## src/rtl/bcd_divider_long.sv

```systemverilog
// Digit-serial restoring BCD long divider.
// One quotient digit is produced per SHIFT/SUB pass: the next dividend
// digit is shifted into the partial remainder, and the divisor is
// subtracted repeatedly until the partial remainder drops below it.
module bcd_divider_long #(
    parameter int DIGITS = 4,
    localparam int W     = 4 * DIGITS
) (
    input  logic         clk,
    input  logic         rst_n,
    input  logic         start,
    input  logic [W-1:0] dividend,
    input  logic [W-1:0] divisor,
    output logic [W-1:0] quotient,
    output logic [W-1:0] remainder,
    output logic         busy,
    output logic         done,
    output logic         div_by_zero
);
    // The partial remainder carries one extra digit: remainder*10 + digit
    // can reach 10^(DIGITS+1)-1.
    localparam int PW = W + 4;

    typedef enum logic [1:0] {IDLE, SHIFT, SUB, DONE} state_t;

    state_t         state_reg;
    logic [W-1:0]   dvd_reg;
    logic [W-1:0]   dvs_reg;
    logic [PW-1:0]  pr_reg;
    logic [3:0]     cnt_reg;
    logic [W-1:0]   quotient_reg;
    logic [W-1:0]   remainder_reg;
    logic           done_reg;
    logic           dbz_reg;

    // BCD subtract pr_reg - divisor, one digit per stage with borrow ripple.
    logic [PW-1:0]  dvs_ext;
    logic [PW-1:0]  diff;
    logic [DIGITS+1:0] borrow;
    logic           pr_ge_dvs;

    assign dvs_ext   = {4'b0000, dvs_reg};
    assign borrow[0] = 1'b0;

    genvar gi;
    generate
        for (gi = 0; gi <= DIGITS; gi++) begin : g_bcd_sub
            logic [5:0] raw;
            // Binary nibble difference; a negative result wraps and is
            // corrected by adding 10 while a borrow is passed upward.
            assign raw = {2'b00, pr_reg[4*gi +: 4]} - {2'b00, dvs_ext[4*gi +: 4]}
                       - {5'b00000, borrow[gi]};
            assign diff[4*gi +: 4] = raw[5] ? (raw[3:0] + 4'd10) : raw[3:0];
            assign borrow[gi+1]    = raw[5];
        end
    endgenerate

    // No borrow out of the top digit means the partial remainder is >= divisor.
    assign pr_ge_dvs = ~borrow[DIGITS+1];

    assign quotient    = quotient_reg;
    assign remainder   = remainder_reg;
    assign done        = done_reg;
    assign div_by_zero = dbz_reg;
    assign busy        = (state_reg != IDLE);

    // Division control FSM and datapath registers.
    always_ff @(posedge clk or negedge rst_n) begin
        if (!rst_n) begin
            state_reg     <= IDLE;
            dvd_reg       <= '0;
            dvs_reg       <= '0;
            pr_reg        <= '0;
            cnt_reg       <= '0;
            quotient_reg  <= '0;
            remainder_reg <= '0;
            done_reg      <= 1'b0;
            dbz_reg       <= 1'b0;
        end else begin
            done_reg <= 1'b0;
            case (state_reg)
                IDLE: begin
                    if (start) begin
                        if (divisor == '0) begin
                            quotient_reg  <= '0;
                            remainder_reg <= dividend;
                            dbz_reg       <= 1'b1;
                            done_reg      <= 1'b1;
                            state_reg     <= DONE;
                        end else begin
                            dvd_reg      <= dividend;
                            dvs_reg      <= divisor;
                            quotient_reg <= '0;
                            pr_reg       <= '0;
                            dbz_reg      <= 1'b0;
                            cnt_reg      <= 4'(DIGITS - 1);
                            state_reg    <= SHIFT;
                        end
                    end
                end
                SHIFT: begin
                    pr_reg       <= {pr_reg[PW-5:0], dvd_reg[W-1 -: 4]};
                    dvd_reg      <= {dvd_reg[W-5:0], 4'b0000};
                    quotient_reg <= {quotient_reg[W-5:0], 4'b0000};
                    state_reg    <= SUB;
                end
                SUB: begin
                    // The digit cap only matters for non-BCD operands; it
                    // bounds each digit pass so the operation cannot lock up.
                    if (pr_ge_dvs && quotient_reg[3:0] != 4'd9) begin
                        pr_reg            <= diff;
                        quotient_reg[3:0] <= quotient_reg[3:0] + 4'd1;
                    end else if (cnt_reg != 4'd0) begin
                        cnt_reg   <= cnt_reg - 4'd1;
                        state_reg <= SHIFT;
                    end else begin
                        remainder_reg <= pr_reg[W-1:0];
                        done_reg      <= 1'b1;
                        state_reg     <= DONE;
                    end
                end
                DONE: begin
                    state_reg <= IDLE;
                end
                default: state_reg <= IDLE;
            endcase
        end
    end
endmodule

```

## config.mk

```make
export PLATFORM = sky130hd
export DESIGN_NAME = bcd_divider_long
export DESIGN_NICKNAME = d
export VERILOG_FILES = /design/src/rtl/bcd_divider_long.sv
export SDC_FILE = /design/constraint.sdc
export NUM_CORES = 1
export LEC_CHECK = 0
export BUFFER_PORTS_ARGS = -buffer_cell sky130_fd_sc_hd__buf_4
export CAP_MARGIN = 30
export CORE_ASPECT_RATIO = 0.8
export CORE_MARGIN = 1
export CORE_UTILIZATION = 50
export CTS_CLUSTER_DIAMETER = 50
export DETAILED_ROUTE_END_ITERATION = 12
export GPL_ROUTABILITY_DRIVEN = 0
export HOLD_SLACK_MARGIN = 0.02
export PLACE_DENSITY_LB_ADDON = 0.3
export SYNTH_ARGS = -nofsm -noshare
export SYNTH_HDL_FRONTEND = slang
export SYNTH_SLANG_ARGS = --single-unit
```

## constraint.sdc

```tcl
create_clock -name clk -period 12.6 [get_ports clk]
set_clock_uncertainty 0.2 [all_clocks]
set_input_delay 0 -clock clk [delete_from_list [all_inputs] [get_ports clk]]
set_output_delay 0 -clock clk [all_outputs]
set_load 0.005 [all_outputs]
```

==> results of run 1 <==
power by group:
group	switching, mW	total [mW]	internal, mW
Combinational	0.697	1.22	0.527
Clock	0.120	0.275	0.155
Sequential	0.0798	0.487	0.407
Total	0.896	1.98	1.09
cells by family (layout without fill, tap and decap cells):
kind of cell | after synthesis | after routing
AO/OA/AOI/OAI | 146 | 146
XOR/XNOR | 17 | 17
adder cells (fa/ha/maj) | 40 | 40
buffers and inverters | 66 | 168
flip-flops | 92 | 92
multiplexers | 37 | 37
AND/OR/NAND/NOR | 154 | 154
cells in the mapped netlist, types with 5 or more instances:
master / n
o21ai_1: 17
o21a_1: 5
nand3b_1: 5
nor4_1: 6
ha_1: 36
mux2i_1: 30
nand2_1: 61
clkbuf_1: 12
a21oi_1: 28
xor2_1: 6
a22o_1: 15
nand2b_1: 5
nor2_1: 27
inv_1: 40
nand3_1: 10
xnor2_1: 8
buf_2: 5
dfrtp_1: 92
o21ai_0: 49
nor2b_1: 7
nor3_1: 6
and3_1: 5
mux2_2: 7
per-layer routing:
metal  vias up  share of wire  GRT usage
li1       2155              -          -
met1      2173           0.44      0.328
met2       121           0.50      0.429
met3        15          0.044     0.0598
met4         0          0.015     0.0694
met5         -              0          0
layout by cell type, fill, tap and decap left out, types with 4 or more instances in the layout:
cell,n
a31oi_1,4
nor2_1,27
o21a_1,5
a22o_1,15
inv_1,40
o21ai_0,49
dlygate4sd3_1,36
nor2b_1,6
nand3b_1,5
nand2b_1,5
o21ai_1,17
nor3_1,6
a211oi_1,4
mux2_2,7
nand2_1,61
nand3_1,10
ha_1,35
a21oi_1,28
clkbuf_16,9
and3_1,5
a22oi_1,4
fa_1,4
xnor2_1,8
dfrtp_1,92
xor2_1,6
buf_4,74
nand3_2,4
nor4_1,6
mux2i_1,30
cell type report:
class,count,area [µm²]
timing repair buffer,112,971
clock buffer,9,225
fill,817,3680
clock inverter,7,76.3
multi-input combinational,394,2790
tap,140,175
sequential,92,2300
inverter,40,150
per-stage QoR:
stage	power (mW)	utilization
2_1_floorplan	1.38	-
3_3_place_gp	1.61	0.575
3_5_place_dp	1.68	0.579
4_1_cts	1.98	0.642
5_1_grt	2.15	0.645
6_report	1.98	0.645
critical path, stage by stage (launching register included):
cell and delay (ps):
dfrtp_1 390, inv_1 90, ha_1 150, inv_1 60, fa_1 410, a21o_1 190
a21oi_1 340, ha_1 270, nand3_2 110, or4_4 520, nand3_2 110, ha_1 190
nand3_1 140, nor4_1 470, or3_1 210, ha_1 190, nand3_2 130, o21ai_0 320
ha_1 240, ha_1 240, or3b_1 440, o2111ai_1 170, o21ai_1 150, and2_1 430
nand2_1 320, o21ai_0 150
how the worst max path moves through the flow:
stage	cells after the start	endpoint	slack, ps
global route	25	remainder[11]$_DFFE_PN0P_	5260
detailed placement	25	remainder[5]$_DFFE_PN0P_	5900
finish	25	pr_reg[19]$_DFFE_PN0P_	5820
global placement	25	remainder[13]$_DFFE_PN0P_	6270
floorplan	24	cnt_reg[2]$_DFFE_PN0P_	6900
CTS	25	remainder[12]$_DFFE_PN0P_	5860
==> summary.txt, run 1 <==
Run status
  – Run status: finished clean

Floorplanning
  – FP Rows: 33
  – Die ar.: 11200 µm²
  – Chip width: around 120 µm
  – I/O pins: 70
  – CORE AREA: about 10000 µm²
  – Starting Density: 0.518
  – Die height: about 95 µm

Final layout
  – N_diodes: 0
  – Synth-to-layout area growth: 24.6%
  – NumNets Final: 724
  – Final Cell Area: 6690 µm²
  – Layout cell share with drive strength beyond 1: 0.171
  – Max reg flops: 20
  – Non-Filler Instances: slightly below 800

Route
  – ANT nets after route: 0
  – WL/cell: 16.7 µm
  – Number of DRC markers in iteration 0: between 200 and 300
  – Pre-antenna DRT Iters: 6
  – DRC viols: 0
  – Via count: 4464
  – WL final: 13300 µm
  – Via/cell ratio: 5.62

STA
  – Least-Margin Pin Slew: 755 ps
  – Finish-stage setup viols: 0
  – Setup repair after global routing missed its margin: false
  – Final period utilization: 0.538
  – Final worst slack: 5820 ps
  – Relative slew slack: 0.495
  – Min Tclk post-route: ~6800 ps
  – Slew Limit Fails: 0
  – Fin Hold WS: 220 ps
  – Final hold viol count: 0
  – Setup TNS: 0 ps
  – F_max: 148 MHz

Clock tree
  – Hold-fix buffer count after cts: 35
  – Clk sinks: just over 90
  – CTS clk-pin slew, worst paths: 70 ps
  – CTS H-tree depth: 3
  – Clk buf depth: 2
  – Root buffer cell: clkbuf_16
  – Num CTS Buffers: 9
  – CTS tree: built
  – Post-CTS Setup Inserts: 0
  – # resized after CTS: 0
  – Clk_lat worst skew: 350 ps

Logic synthesis
  – Post-Synth Simple-Gate Area: 0.144
  – Post-synth top flop: dfrtp_1
  – Library cells used by synthesis: 59
  – Cell taking the most area after synthesis: dfrtp_1
  – Yosys top cell area share: 0.429
  – Synth Area in Compound Gates: 0.171
  – Proportion of synthesized area in mux cells: 0.0706
  – Largest family of logic cells by synthesized area: compound AO/OA/AOI/OAI gates
  – Syn_area_per_cell: 9.72 µm²
  – Mapped Nets: roughly 630
  – Adder-cell share of the synthesized area: 0.0988
  – Synth top area cells: dfrtp_1 43%, ha_1 8.4%, mux2i_1 5.6%, o21ai_0 4.6%, nand2_1 4.3%
  – Cells after synthesis: approximately 550
  – Post-synthesis sequential area ratio: 0.429
  – Synth warnings: 0
  – Xor and xnor area share after synthesis: 0.0343
  – Mapped cell area: between 5000 and 6000 µm²
  – Register bit total from synthesis: approximately 90
  – Asr flop ratio synth: 1.00
  – EDFF count, synth: 0

Setup path
  – Critical path class: flip-flop to flip-flop
  – Worst reg2reg startpoint: pr_reg[0]$_DFFE_PN0P_
  – WP data arrival: 6790 ps
  – Crit Reg-Reg Endpoint: pr_reg[19]$_DFFE_PN0P_
  – CP startpoint: pr_reg[0]$_DFFE_PN0P_
  – Critical path endpoint category: flip-flop
  – FF-to-FF path depth: 25
  – Critical Path Source Type: flip-flop
  – CP Data Required Time: 12610 ps
  – Critical path peak fanout: 22
  – R2R Setup Slk: 5820 ps

Min path
  – Hold Crit Class: input port to flip-flop
  – Hold Startpoint: divisor[10]
  – Hold depth: 4
  – Hold Path End: dvs_reg[10]$_DFFE_PN0P_

Place
  – DP Area: 6000 µm²
  – Place WS: 5900 ps
  – Dpl hpwl: 9200 µm
  – Placed cell count: ~740
  – Port bufs: 69

GRT
  – Initial antenna violation count: 0
  – Vias in the first global route: 4379
  – All-Layer GR Usage: 0.254
  – Grt total ovfl: 0
  – First-pass GRT wire length: 22000 µm
  – Largest net degree at the start of global routing: 77

Power and ir drop
  – Pleak: about 3.1 nW
  – Maximum resistive drop on vdd: 151 µV
  – Pwr Density: 297 nW/µm²

Flow run
  – MaxCap Viol Count: 0
(Power assumes the default switching activity.)
==> run 2, diff against run 1 <==
clock period = 6.03 ns   (was 12.6 ns; I/O delays follow)
==> run 2 against run 1 <==
Compared with the run above: the flow now finishes with violations (hold timing); flip-flop and latch count is the same; design area rose by 1.7%; hold slack got worse by 220 ps; utilization up 1.1 points; register-to-register slack worse by 5500 ps; clock power grew 130%; largest power group unchanged.
==> summary.txt, run 2 (synthesis results as in run 1) <==
STA
  – Least-Margin Pin Slew: 741 ps
  – Finish-stage setup viols: 0
  – Setup repair after global routing missed its margin: false
  – Slew Limit Fails: 0
  – Fin Hold WS: -3.89 ps
  – Relative slew slack: 0.504
  – Final period utilization: 0.950
  – Min Tclk post-route: 5730 ps
  – F_max: around 170 MHz
  – Final hold viol count: 22

Route
  – Number of DRC markers in iteration 0: ~270
  – WL/cell: 16.8 µm
  – WL final: between 10000 and 15000 µm
  – Via count: ~4500
  – Via/cell ratio: 5.63
  – ANT nets after route: 0
  – Pre-antenna DRT Iters: 5
  – DRC viols: 0

Setup path
  – Sequence of cells on the critical path: inv_1 -> ha_1 -> inv_1 -> fa_1 -> a21o_1 -> a21oi_2 -> ha_2 -> nand3_2 -> or4_4 -> nand3_2 -> ha_1 -> and3_1 -> o211a_1 -> or3_1 -> ha_1 -> nand3_2 -> o21ai_2 -> ha_2 -> ha_4 -> or3b_4 -> o21a_1 -> a21boi_4 -> o2111ai_4 -> a22o_1
  – Critical path endpoint category: flip-flop
  – Worst path slowest cell: or4_4
  – Critical Path Source Type: flip-flop
  – WP data arrival: ~5800 ps
  – Largest delay share family, worst path: compound AO/OA/AOI/OAI gates
  – CP peak stage delay: roughly 510 ps
  – Critical path peak fanout: 8
  – CP Data Required Time: 6070 ps
  – Critical path class: flip-flop to flip-flop
  – Bufs and invs on worst path: 2
  – R2R Setup Slk: just over 300 ps

Floorplanning
  – I/O pins: 70
  – Chip width: 118 µm
  – CORE AREA: 10400 µm²
  – Die ar.: 11200 µm²
  – FP Rows: 33
  – Starting Density: 0.518
  – Die height: 94.7 µm

Place
  – DP Area: 6030 µm²
  – Dpl hpwl: between 9000 and 10000 µm
  – Port bufs: 69

Clock tree
  – Root buffer cell: clkbuf_16
  – CTS tree: built
  – Clk sinks: roughly 90
  – CTS clk-pin slew, worst paths: 70 ps
  – CTS H-tree depth: 3
  – Num CTS Buffers: 9
  – Clk buf depth: 2
  – Clk_lat worst skew: 350 ps

Final layout
  – Max reg flops: 20
  – Synth-to-layout area growth: 26.7%
  – Most common cell after layout, fill and taps aside: dfrtp_1
  – Final Util: 0.656
  – FILL cells: 817
  – Layout cell share with drive strength beyond 1: 0.196
  – Reg area: 2300 µm²
  – Final Cell Area: 6800 µm²
  – Multi-input gate area: 2840 µm²
  – Most frequent cells in the layout: 92 x dfrtp_1, 79 x buf_4, 60 x nand2_1
  – NumNets Final: 729
  – N_diodes: 0

GRT
  – Grt total ovfl: 0
  – GR peak layer: met2
  – M2 GR Usage: 0.441
  – Initial antenna violation count: 0
  – First-pass GRT wire length: 22100 µm
  – GR Layer Usage met3: 0.0640
  – Met1 Use GR: 0.316
  – All-Layer GR Usage: 0.256
  – Largest net degree at the start of global routing: 77
  – Vias in the first global route: between 4000 and 5000

Run status
  – Run status: finished with violations
  – Failing checks: hold timing

Power and ir drop
  – Maximum resistive drop on vdd: 348 µV
  – Pleak: 3.13 nW
  – Final Power: 4.30 mW
  – Pwr Density: 633 nW/µm²

Flow run
  – MaxCap Viol Count: 0

Min path
  – Hold Crit Class: input port to asynchronous set/reset pin
[run 2: cell count changes in the layout (fill, tap and decap cells not counted), moves of 2 or more]
cell     change
ha_2         +2
o21ai_2      +2
ha_1         -3
buf_4        +5
[run 2: worst paths after layout]
kind / startpoint / end / cells after the start
max in group asynchronous: rst_n / dvs_reg[0]$_DFFE_PN0P_ / 3
hold / removal: rst_n / pr_reg[18]$_DFFE_PN0P_ / 3
setup reg to reg: pr_reg[0]$_DFFE_PN0P_ / cnt_reg[2]$_DFFE_PN0P_ / 24
min in group clk: divisor[10] / dvs_reg[10]$_DFFE_PN0P_ / 4
setup / recovery: pr_reg[0]$_DFFE_PN0P_ / cnt_reg[2]$_DFFE_PN0P_ / 24
hold reg to reg: remainder[11]$_DFFE_PN0P_ / remainder[11]$_DFFE_PN0P_ / 2
[run 2: power breakdown]
group	total (mW)	switching, mW	internal [mW]
combinational	2.67	1.49	1.17
sequential	1.02	0.166	0.850
clock	0.621	0.255	0.366
total	4.30	1.91	2.39
[run 2: worst reg2reg max path, cell delays in order (launching register included)]
cell and delay, ps:
dfrtp_1 410, inv_1 80, ha_1 130, inv_1 60
fa_1 410, a21o_1 190, a21oi_2 180, ha_2 220
nand3_2 100, or4_4 510, nand3_2 110, ha_1 200
and3_1 210, o211a_1 220, or3_1 160, ha_1 190
nand3_2 150, o21ai_2 180, ha_2 230, ha_4 160
or3b_4 400, o21a_1 170, a21boi_4 230, o2111ai_4 220
a22o_1 300
[run 2: per-stage QoR]
step | TNS [ps] | instances | setup slack [ps]
floorplan | 0 | 552 | 325
global placement | 0 | 744 | 221
detailed placement | -429 | 746 | -46.5
CTS | 0 | 797 | 44.0
global route | 0 | 799 | 17.9
finish | 0 | 799 | 303
[run 2: routing by layer]
layer / wire length (µm) / part of all wire / up-vias
met5: 0 / 0 / -
met4: 243 / 0.018 / 0
met3: 762 / 0.057 / 19
met2: 6720 / 0.50 / 127
met1: 5660 / 0.42 / 2198
li1: - / - / 2153
[run 2: area by class of cell]
type | count | share of cell area
multi-input combinational | 394 | 0.417
sequential | 92 | 0.339
timing repair buffer | 117 | 0.149
clock buffer | 9 | 0.0331
tap | 140 | 0.0258
inverter | 40 | 0.0221
clock inverter | 7 | 0.0145
[run 2: repair_timing]
item                                    in CTS  in global routing
gates cloned                                 0                  0
gates resized for setup                      2                 12
endpoints found under the setup margin      36                 44
setup buffers                                0                  1
hold buffers                                35                  0
pin swaps                                    0                  4
hold endpoints to repair                   142                  0
